File: config.mk
export PLATFORM = sky130hd
export DESIGN_NAME = aes_csr_bank
export DESIGN_NICKNAME = d
export VERILOG_FILES = /design/src/rtl/aes_csr_bank.sv
export SDC_FILE = /design/constraint.sdc
export NUM_CORES = 1
export LEC_CHECK = 0
export BUFFER_PORTS_ARGS = -buffer_cell sky130_fd_sc_hd__buf_2
export CAP_MARGIN = 10
export CORE_ASPECT_RATIO = 0.75
export CORE_UTILIZATION = 55
export DETAILED_ROUTE_END_ITERATION = 7
export GPL_ROUTABILITY_DRIVEN = 0
export PLACE_DENSITY = 0.83
export SLEW_MARGIN = 0
export SYNTH_ARGS = -nofsm -noshare
export SYNTH_HDL_FRONTEND = slang
export SYNTH_SLANG_ARGS = --single-unit
File: constraint.sdc
create_clock -name Clk -period 6.7 [get_ports Clk]
set_input_delay 0.67 -clock Clk [delete_from_list [all_inputs] [get_ports Clk]]
set_output_delay 0.67 -clock Clk [all_outputs]
set_load 0.01 [all_outputs]
File: src/rtl/aes_csr_bank.sv
// CSR bank fronting an AES core: key/message registers, captured result,
// CTRL start trigger and STATUS with done/err W1C flags and interrupt enable.
module aes_csr_bank #(
  parameter int KEY_WORDS = 4,
  parameter int MSG_WORDS = 4,
  parameter int ADDR_W    = 4
) (
  input  logic                   Clk,
  input  logic                   Reset,
  input  logic                   cs,
  input  logic                   r,
  input  logic                   w,
  input  logic [ADDR_W-1:0]      addr,
  input  logic [3:0]             byte_en,
  input  logic [31:0]            Din,
  output logic [31:0]            Dout,
  output logic [KEY_WORDS*32-1:0] key_o,
  output logic [MSG_WORDS*32-1:0] msg_o,
  output logic                   start_o,
  input  logic                   core_done_i,
  input  logic [MSG_WORDS*32-1:0] result_i,
  output logic                   busy_o,
  output logic                   irq_o
);

  localparam int CTRL_ADDR   = KEY_WORDS + 2*MSG_WORDS;
  localparam int STATUS_ADDR = CTRL_ADDR + 1;

  typedef enum logic [1:0] {IDLE, RUN, DONE} state_t;

  state_t      state, state_nx;
  logic [31:0] key_q [KEY_WORDS];
  logic [31:0] msg_q [MSG_WORDS];
  logic [31:0] res_q [MSG_WORDS];
  logic        done, done_nx;
  logic        err, err_nx;
  logic        irq_en, irq_en_nx;
  logic        wr, rd;
  logic        hit_ctrl, hit_status, hit_data;
  logic        start_req, run_wr_err;
  logic [31:0] be_mask;
  logic [31:0] rd_data;

  assign wr         = cs & w;
  assign rd         = cs & r & ~w;
  assign hit_ctrl   = wr && (addr == ADDR_W'(CTRL_ADDR));
  assign hit_status = wr && (addr == ADDR_W'(STATUS_ADDR));
  assign hit_data   = wr && (addr < ADDR_W'(KEY_WORDS + MSG_WORDS));
  assign start_req  = hit_ctrl && byte_en[0] && Din[0] && (state != RUN);
  assign run_wr_err = (state == RUN) && (hit_ctrl || hit_data);
  assign be_mask    = {{8{byte_en[3]}}, {8{byte_en[2]}}, {8{byte_en[1]}}, {8{byte_en[0]}}};
  assign busy_o     = (state == RUN);

  genvar g;
  generate
    for (g = 0; g < KEY_WORDS; g++) begin : g_key
      assign key_o[g*32 +: 32] = key_q[g];
    end
    for (g = 0; g < MSG_WORDS; g++) begin : g_msg
      assign msg_o[g*32 +: 32] = msg_q[g];
    end
  endgenerate

  // Capture is evaluated last in RUN so it wins over a same-cycle done clear.
  always_comb begin
    state_nx  = state;
    done_nx   = done;
    err_nx    = err;
    irq_en_nx = irq_en;
    if (hit_status && byte_en[0]) begin
      if (Din[0]) done_nx = 1'b0;
      if (Din[2]) err_nx  = 1'b0;
      irq_en_nx = Din[3];
    end
    if (run_wr_err) err_nx = 1'b1;
    case (state)
      IDLE: begin
        if (start_req) begin
          state_nx = RUN;
          done_nx  = 1'b0;
        end
      end
      RUN: begin
        if (core_done_i) begin
          state_nx = DONE;
          done_nx  = 1'b1;
        end
      end
      DONE: begin
        if (start_req) begin
          state_nx = RUN;
          done_nx  = 1'b0;
        end else if (!done_nx) begin
          state_nx = IDLE;
        end
      end
      default: state_nx = IDLE;
    endcase
  end

  always_comb begin
    rd_data = '0;
    for (int i = 0; i < KEY_WORDS; i++)
      if (addr == ADDR_W'(i)) rd_data = key_q[i];
    for (int i = 0; i < MSG_WORDS; i++) begin
      if (addr == ADDR_W'(KEY_WORDS + i)) rd_data = msg_q[i];
      if (addr == ADDR_W'(KEY_WORDS + MSG_WORDS + i)) rd_data = res_q[i];
    end
    if (addr == ADDR_W'(STATUS_ADDR))
      rd_data = {28'd0, irq_en, err, busy_o, done};
  end

  always_ff @(posedge Clk) begin
    if (Reset) begin
      state   <= IDLE;
      done    <= 1'b0;
      err     <= 1'b0;
      irq_en  <= 1'b0;
      start_o <= 1'b0;
      irq_o   <= 1'b0;
      Dout    <= '0;
      for (int i = 0; i < KEY_WORDS; i++) key_q[i] <= '0;
      for (int i = 0; i < MSG_WORDS; i++) begin
        msg_q[i] <= '0;
        res_q[i] <= '0;
      end
    end else begin
      state   <= state_nx;
      done    <= done_nx;
      err     <= err_nx;
      irq_en  <= irq_en_nx;
      start_o <= start_req;
      irq_o   <= done_nx & irq_en_nx;
      if (rd) Dout <= rd_data;
      // Key and message registers are frozen while the core is consuming them.
      for (int i = 0; i < KEY_WORDS; i++)
        if (wr && (state != RUN) && (addr == ADDR_W'(i)))
          key_q[i] <= (key_q[i] & ~be_mask) | (Din & be_mask);
      for (int i = 0; i < MSG_WORDS; i++) begin
        if (wr && (state != RUN) && (addr == ADDR_W'(KEY_WORDS + i)))
          msg_q[i] <= (msg_q[i] & ~be_mask) | (Din & be_mask);
        if ((state == RUN) && core_done_i)
          res_q[i] <= result_i[i*32 +: 32];
      end
    end
  end

endmodule
==> results by group, run 1 <==
Run
  – Max-cap viol count: 0

Worst setup path
  – Crit end category: register
  – Startpoint types: primary input
  – Crit path max-delay cell type: nand2b_4
  – Flop2flop setup slack: 3840 ps
  – RR Startpoint: state[0]$_SDFFE_PP0P_
  – Worst path buffer plus inverter count: 2
  – Reg2Reg Depth: 5
  – Crit path max fanout: 75
  – CP arrival: 3290 ps
  – Worst reg2reg endpoint: res_q[1][15]$_SDFFCE_PN0P_
  – Delay-heaviest family, CP: buffers and inverters
  – Critical path type: in2reg
  – Critical Path RT: 6880 ps
  – CP max stage delay: 1030 ps
  – Crit-path cells: buf_2 > nand2b_4 > buf_4

Die
  – Cell Rows: 61
  – Die H: 171 um
  – Initial Utilization: 0.563
  – Io pins: 465
  – DIE WIDTH: 228 um
  – Die area: 0.0390 mm2
  – Core ar.: 0.0373 mm2

Global routing
  – Overall global routing resource usage: 0.383
  – First-pass GRT wire length: 110 mm
  – Largest net degree at the start of global routing: 103
  – Initial antenna violation count: 3
  – Congestion Overflow GR: 0
  – Vias in the first global route: 16649

STA
  – Clock period minus worst slack: 3110 ps
  – Setup TNS: 0 ps
  – Hold Vio Cnt, Final: 0
  – Hold Worst Slack: 376 ps
  – Clk_skew: 19.6 ps
  – Final setup violating endpoints: 0
  – Final Cycle Share: 0.464
  – Maximum clock rate: 321 MHz
  – Slew @ Worst Pin: 1210 ps
  – Final Max Slew Viols: 0
  – Rel. slew slack: 0.191
  – RSZ-0062 raised after global routing: false

Clocking
  – Clock transition at the registers of the reported paths: 60 ps
  – Clock buffer count from CTS: 44
  – Hold_buf cts: 0
  – Sink Count: 423
  – CTS-repair resized insts: 0
  – Clock Latency Late Sink: 570 ps
  – Postcts setup bufs: 0
  – Bufs on Longest Clock Path: 3
  – CTS root buf: clkbuf_16
  – H-tree Lvls: 2
  – CTS tree: yes

Route
  – WL final: 77.3 mm
  – Remaining DRCs: 0
  – Vias: 18131
  – Pre-antenna DRT Iters: 6
  – Post-DRT Antenna Nets: 0
  – WL per Instance: 27.8 um
  – Vias/cell: 6.53
  – 1st-iter DRT viols: 2974

Logic synthesis
  – Post-synth ARST share: 0
  – Synth cell types: 62
  – Synth Area per Inst: 11.2 um2
  – Mapped Cells: 1873
  – Seq cells post-synth: 423
  – Post-synthesis sequential area ratio: 0.586
  – Ys flop type: edfxtp_1
  – Post-synth EDFFs: 384
  – Synth Warn #: 0
  – Post-synthesis net count: 2047
  – Cell Area, Synth: 0.0210 mm2

Layout
  – Total Nets Final: 2415
  – Synthesis-to-finish area growth: 18.3%
  – Share of layout cells above drive strength 1: 0.253
  – Layout fillers: 2806

Worst hold path
  – Hold Crit Start: result_i[50]
  – Hold path depth: 2
  – Worst Hold End: res_q[1][18]$_SDFFCE_PN0P_
  – Min-delay worst type: in2reg

Power
  – Pwr per Cell Area: 246 mW/mm2
  – Leakage: 9.78 nW
  – Max VDD drop: 0.244 mV

Place
  – I/O Buffers: 464
  – Hpwl dp: 52.0 mm

Status
  – Status: completed
-- per-stage QoR --
step | std cells | power, mW | setup WS (ps) | cell area, um2 | utilization
final | 2777 | 6.11 | 3590 | 24900 | 0.666
after global routing | 2776 | 6.22 | 3490 | 24900 | 0.666
after CTS | 2774 | 6.07 | 3690 | 24800 | 0.666
after detailed placement | 2698 | 3.70 | 3120 | 23500 | 0.629
after global placement | 2698 | 3.68 | 3230 | 23500 | 0.629
after floorplan | 1873 | 3.41 | 1840 | 21000 | -
-- worst max-delay path by stage --
| stage | startpoint | endpoint | slack, ps | cells after the start |
|---|---|---|---|---|
| after global placement | Reset | res_q[0][16]$_SDFFCE_PN0P_ | 3230 | 3 |
| after global routing | Reset | res_q[1][11]$_SDFFCE_PN0P_ | 3490 | 3 |
| after detailed placement | Reset | res_q[0][18]$_SDFFCE_PN0P_ | 3120 | 3 |
| final | Reset | res_q[1][15]$_SDFFCE_PN0P_ | 3590 | 3 |
| after floorplan | Reset | res_q[0][0]$_SDFFCE_PN0P_ | 1840 | 3 |
| after CTS | Reset | res_q[1][11]$_SDFFCE_PN0P_ | 3690 | 3 |
-- synthesized netlist by cell type, drive strengths merged (3+ instances only) --
cell	count	area, um2
inv	5	18.8
o2bb2ai	7	61.3
nor2b	7	43.8
a221oi	3	26.3
or3b	6	52.6
o221ai	5	43.8
a21oi	315	1580
mux2	4	45.0
a211o	4	35.0
o22a	3	26.3
nor4	3	25.0
o21a	5	37.5
a222oi	3	30.0
nand4b	3	26.3
o22ai	67	419
edfxtp	384	11500
a21o	13	97.6
nor2	59	224
mux2i	100	1000
nor3	31	155
a32oi	3	26.3
nand3b	10	75.1
a2bb2oi	7	61.3
dfxtp	39	781
nand3	6	35.0
o31ai	9	67.6
buf	50	292
and3b	4	35.0
nand2	72	270
o21ai	44	220
nand2b	264	1650
and2	129	807
o211ai	24	180
a22o	28	245
clkbuf	106	398
a22oi	26	195
-- cell families after synthesis --
logic type / Yosys count / share of synthesized area
flops: 423 / 0.586
buf+inv: 161 / 0.0337
mux: 104 / 0.0498
simple gates: 602 / 0.165
compound gates: 583 / 0.166
-- state kept, by name (all words and copies together), names as in the netlist --
signal / flops
irq_en: 1
msg_q: 128
start_o: 1
err: 1
key_q: 128
state: 2
res_q: 128
done: 1
irq_o: 1
Dout: 32
-- per-layer routing --
layer,up-vias,GRT usage,wire length [um]
met2,1548,0.609,35500
met5,-,0,0
met1,8694,0.502,28000
met4,0,0.151,3360
li1,7671,-,-
met3,218,0.101,10500
-- report_power, final --
part	internal (mW)	leakage [nW]	switching (mW)
combinational	0.206	4.82	0.403
sequential	2.97	4.28	0.0871
clock	1.38	0.679	1.06
total	4.56	9.78	1.55
-- placed cells by master (no fill, tap or decap), types with 5 or more instances in the layout --
cell type / instances
o22ai_1: 67
clkbuf_16: 45
nor3_1: 31
o31ai_1: 9
a21o_1: 6
nor2b_1: 5
nand2_2: 7
clkbuf_1: 9
nand2b_1: 262
nand2_1: 65
o2bb2ai_1: 7
a22o_1: 28
a2bb2oi_1: 7
a21o_2: 7
o211ai_1: 24
edfxtp_1: 384
o221ai_1: 5
dfxtp_1: 39
o21ai_0: 39
buf_2: 463
and2_1: 129
o21a_1: 5
buf_4: 13
a21oi_1: 315
clkinv_2: 9
nand3b_1: 10
a22oi_1: 26
clkinv_1: 6
o21ai_1: 5
nor2_1: 56
mux2i_1: 100
-- final cells by class --
type	count	area (um2)	share of cell area
flip-flops and latches	423	12300	0.495
clock inverters	22	214	0.00860
repair buffers	478	2440	0.0982
clock buffers	54	1160	0.0466
well taps	504	631	0.0254
diodes	2	5.00	0.000201
inverters	5	18.8	0.000755
multi-input cells	1289	8090	0.325
No activity file was read; power rests on OpenSTA's default activity.
==> inputs of run 2 (changes only) <==
CORE_UTILIZATION = 50   (was 55)
PLACE_DENSITY = 0.79   (was 0.83)
clock period = 2.6 ns   (was 6.7 ns; I/O delays follow)
==> run 2 against run 1 <==
  * The run now ends with DRC, hold timing left
  * Die area up 9.9%
  * Cell area up 7.8%
  * Clock skew down 0.65 ps
  * Critical path depth up 3
  * Critical path type is now reg2reg
  * Critical endpoint is now key_q[0][10]$_SDFFCE_PN0P_
==> results by group, run 2 (synthesized netlist as in run 1, its figures left out) <==
Status
  – Status: finished with violations
  – Failing checks: DRC, hold timing

Place
  – Hpwl dp: 58.0 mm
  – I/O Buffers: 464
  – Pre-CTS WS: 177 ps

Layout
  – Total Nets Final: 2571
  – Share of layout cells above drive strength 1: 0.262
  – Core Util, Final: 0.653
  – Largest registers: key_q (128), msg_q (128), res_q (128)
  – Most frequent cells in the layout: buf_2 (463), edfxtp_1 (384), a21oi_1 (315)
  – Synthesis-to-finish area growth: 27.6%
  – Commonest non-fill, non-tap cell in the layout: buf_2

Die
  – DIE WIDTH: 239 um
  – Initial Utilization: 0.512
  – Die area: 0.0429 mm2
  – Io pins: 465
  – Die H: 180 um
  – Core ar.: 0.0411 mm2
  – Cell Rows: 64

STA
  – Setup TNS: 0 ps
  – Final WS setup: 241 ps
  – RSZ-0062 raised after global routing: false
  – Rel. slew slack: 0.457
  – Clk_skew: 18.9 ps
  – Hold Vio Cnt, Final: 1
  – Final setup violating endpoints: 0
  – Final Cycle Share: 0.907
  – Maximum clock rate: 424 MHz
  – Final Max Slew Viols: 0
  – Clock period minus worst slack: 2360 ps
  – Hold Worst Slack: -1.92 ps
  – Slew @ Worst Pin: 791 ps

Worst setup path
  – Crit path max fanout: 23
  – Critical path type: reg2reg
  – Startpoint types: register
  – Crit path max-delay cell type: nor2b_1
  – RR Startpoint: state[0]$_SDFFE_PP0P_
  – Crit-path cells: nor2b_1 > nor3_1 > and2_1 > nand2_2 > buf_12 > a21oi_1
  – Reg2Reg Depth: 6
  – Worst reg2reg endpoint: key_q[0][10]$_SDFFCE_PN0P_
  – Critical Path RT: 2880 ps
  – CP arrival: 2640 ps
  – CP max stage delay: 630 ps
  – Crit end category: register
  – Flop2flop setup slack: 240 ps

Worst hold path
  – Hold path depth: 2
  – Min-delay worst type: in2reg
  – Hold Crit Start: result_i[71]
  – Worst Hold End: res_q[2][7]$_SDFFCE_PN0P_

Global routing
  – Largest net degree at the start of global routing: 92
  – Congestion Overflow GR: 0
  – First-pass GRT wire length: 118 mm
  – Overall global routing resource usage: 0.375
  – Initial antenna violation count: 0
  – Vias in the first global route: 18096

Route
  – WL final: 82.9 mm
  – Pre-antenna DRT Iters: 8
  – Remaining DRCs: 1
  – Post-DRT Antenna Nets: 0
  – WL per Instance: 27.7 um
  – Vias/cell: 6.36
  – Vias: 19030
  – 1st-iter DRT viols: 3400

Power
  – Leakage: 10.6 nW
  – Max VDD drop: 0.485 mV
  – Pwr per Cell Area: 614 mW/mm2

Clocking
  – Bufs on Longest Clock Path: 3
  – Clock Latency Late Sink: 570 ps
  – Clock buffer count from CTS: 44
  – H-tree Lvls: 2
  – CTS tree: yes
  – Clock transition at the registers of the reported paths: 70 ps
  – Sink Count: 423
  – CTS root buf: clkbuf_16

Run
  – Max-cap viol count: 0
[run 2: cell count changes in the layout (fill, tap and decap cells not counted), sizes merged]
cell | previous run | this run
dlygate4sd3 | 0 | 102
buf | 478 | 532
clkbuf | 54 | 49
bufinv | 4 | 8
clkinvlp | 0 | 4
clkinv | 17 | 18
diode | 2 | 1
[run 2: worst max-delay path: cells and delay by family (launching register included)]
kind,cells,cell delay [ps]
compound gates,1,70
simple gates,4,1360
flops,1,390
buf+inv,1,210
[run 2: worst max path at each step]
| stage | endpoint | startpoint | cells past startpoint | slack, ps |
|---|---|---|---|---|
| 5_1_grt | irq_o$_SDFF_PP0_ | state[0]$_SDFFE_PP0P_ | 6 | 130 |
| 2_1_floorplan | res_q[0][0]$_SDFFCE_PN0P_ | Reset | 3 | 360 |
| 3_5_place_dp | Dout[30]$_SDFFE_PP0P_ | addr[3] | 8 | 180 |
| 4_1_cts | key_q[0][10]$_SDFFCE_PN0P_ | state[0]$_SDFFE_PP0P_ | 6 | 360 |
| 3_3_place_gp | Dout[30]$_SDFFE_PP0P_ | addr[3] | 8 | 250 |
| 6_report | key_q[0][10]$_SDFFCE_PN0P_ | state[0]$_SDFFE_PP0P_ | 6 | 240 |
[run 2: routing by layer]
layer / wire [um] / track usage
met5: 0 / 0
met3: 11500 / 0.105
met4: 4230 / 0.172
met1: 28800 / 0.476
met2: 38400 / 0.595
[run 2: layout make-up]
type	count	area (um2)
timing repair buffer	634	4190
sequential	423	12300
tap	561	702
antenna	1	2.50
inverter	5	18.8
clock buffer	49	1150
clock inverter	31	362
fill	3138	14300
multi-input combinational	1289	8090
[run 2: timing repair]
action / in CTS / in global routing
resized for setup: 0 / 0
hold endpoints to repair: 102 / 0
hold buffers: 102 / 0
setup buffers: 0 / 0
[run 2: metrics by stage]
| step | cell area, um2 | hold WS (ps) | cells | power, mW |
|---|---|---|---|---|
| after floorplan | 21000 | 423 | 1873 | 8.78 |
| after global placement | 24300 | 450 | 2810 | 9.61 |
| after detailed placement | 24300 | 467 | 2810 | 9.64 |
| after CTS | 26800 | 0.0338 | 2992 | 16.4 |
| after global routing | 26800 | 0.430 | 2992 | 16.8 |
| final | 26800 | -1.92 | 2993 | 16.5 |
[run 2: power breakdown]
group          switching, mW  internal (mW)
sequential             0.239           7.64
clock                   2.79           3.99
combinational           1.10          0.709
total                   4.13           12.3
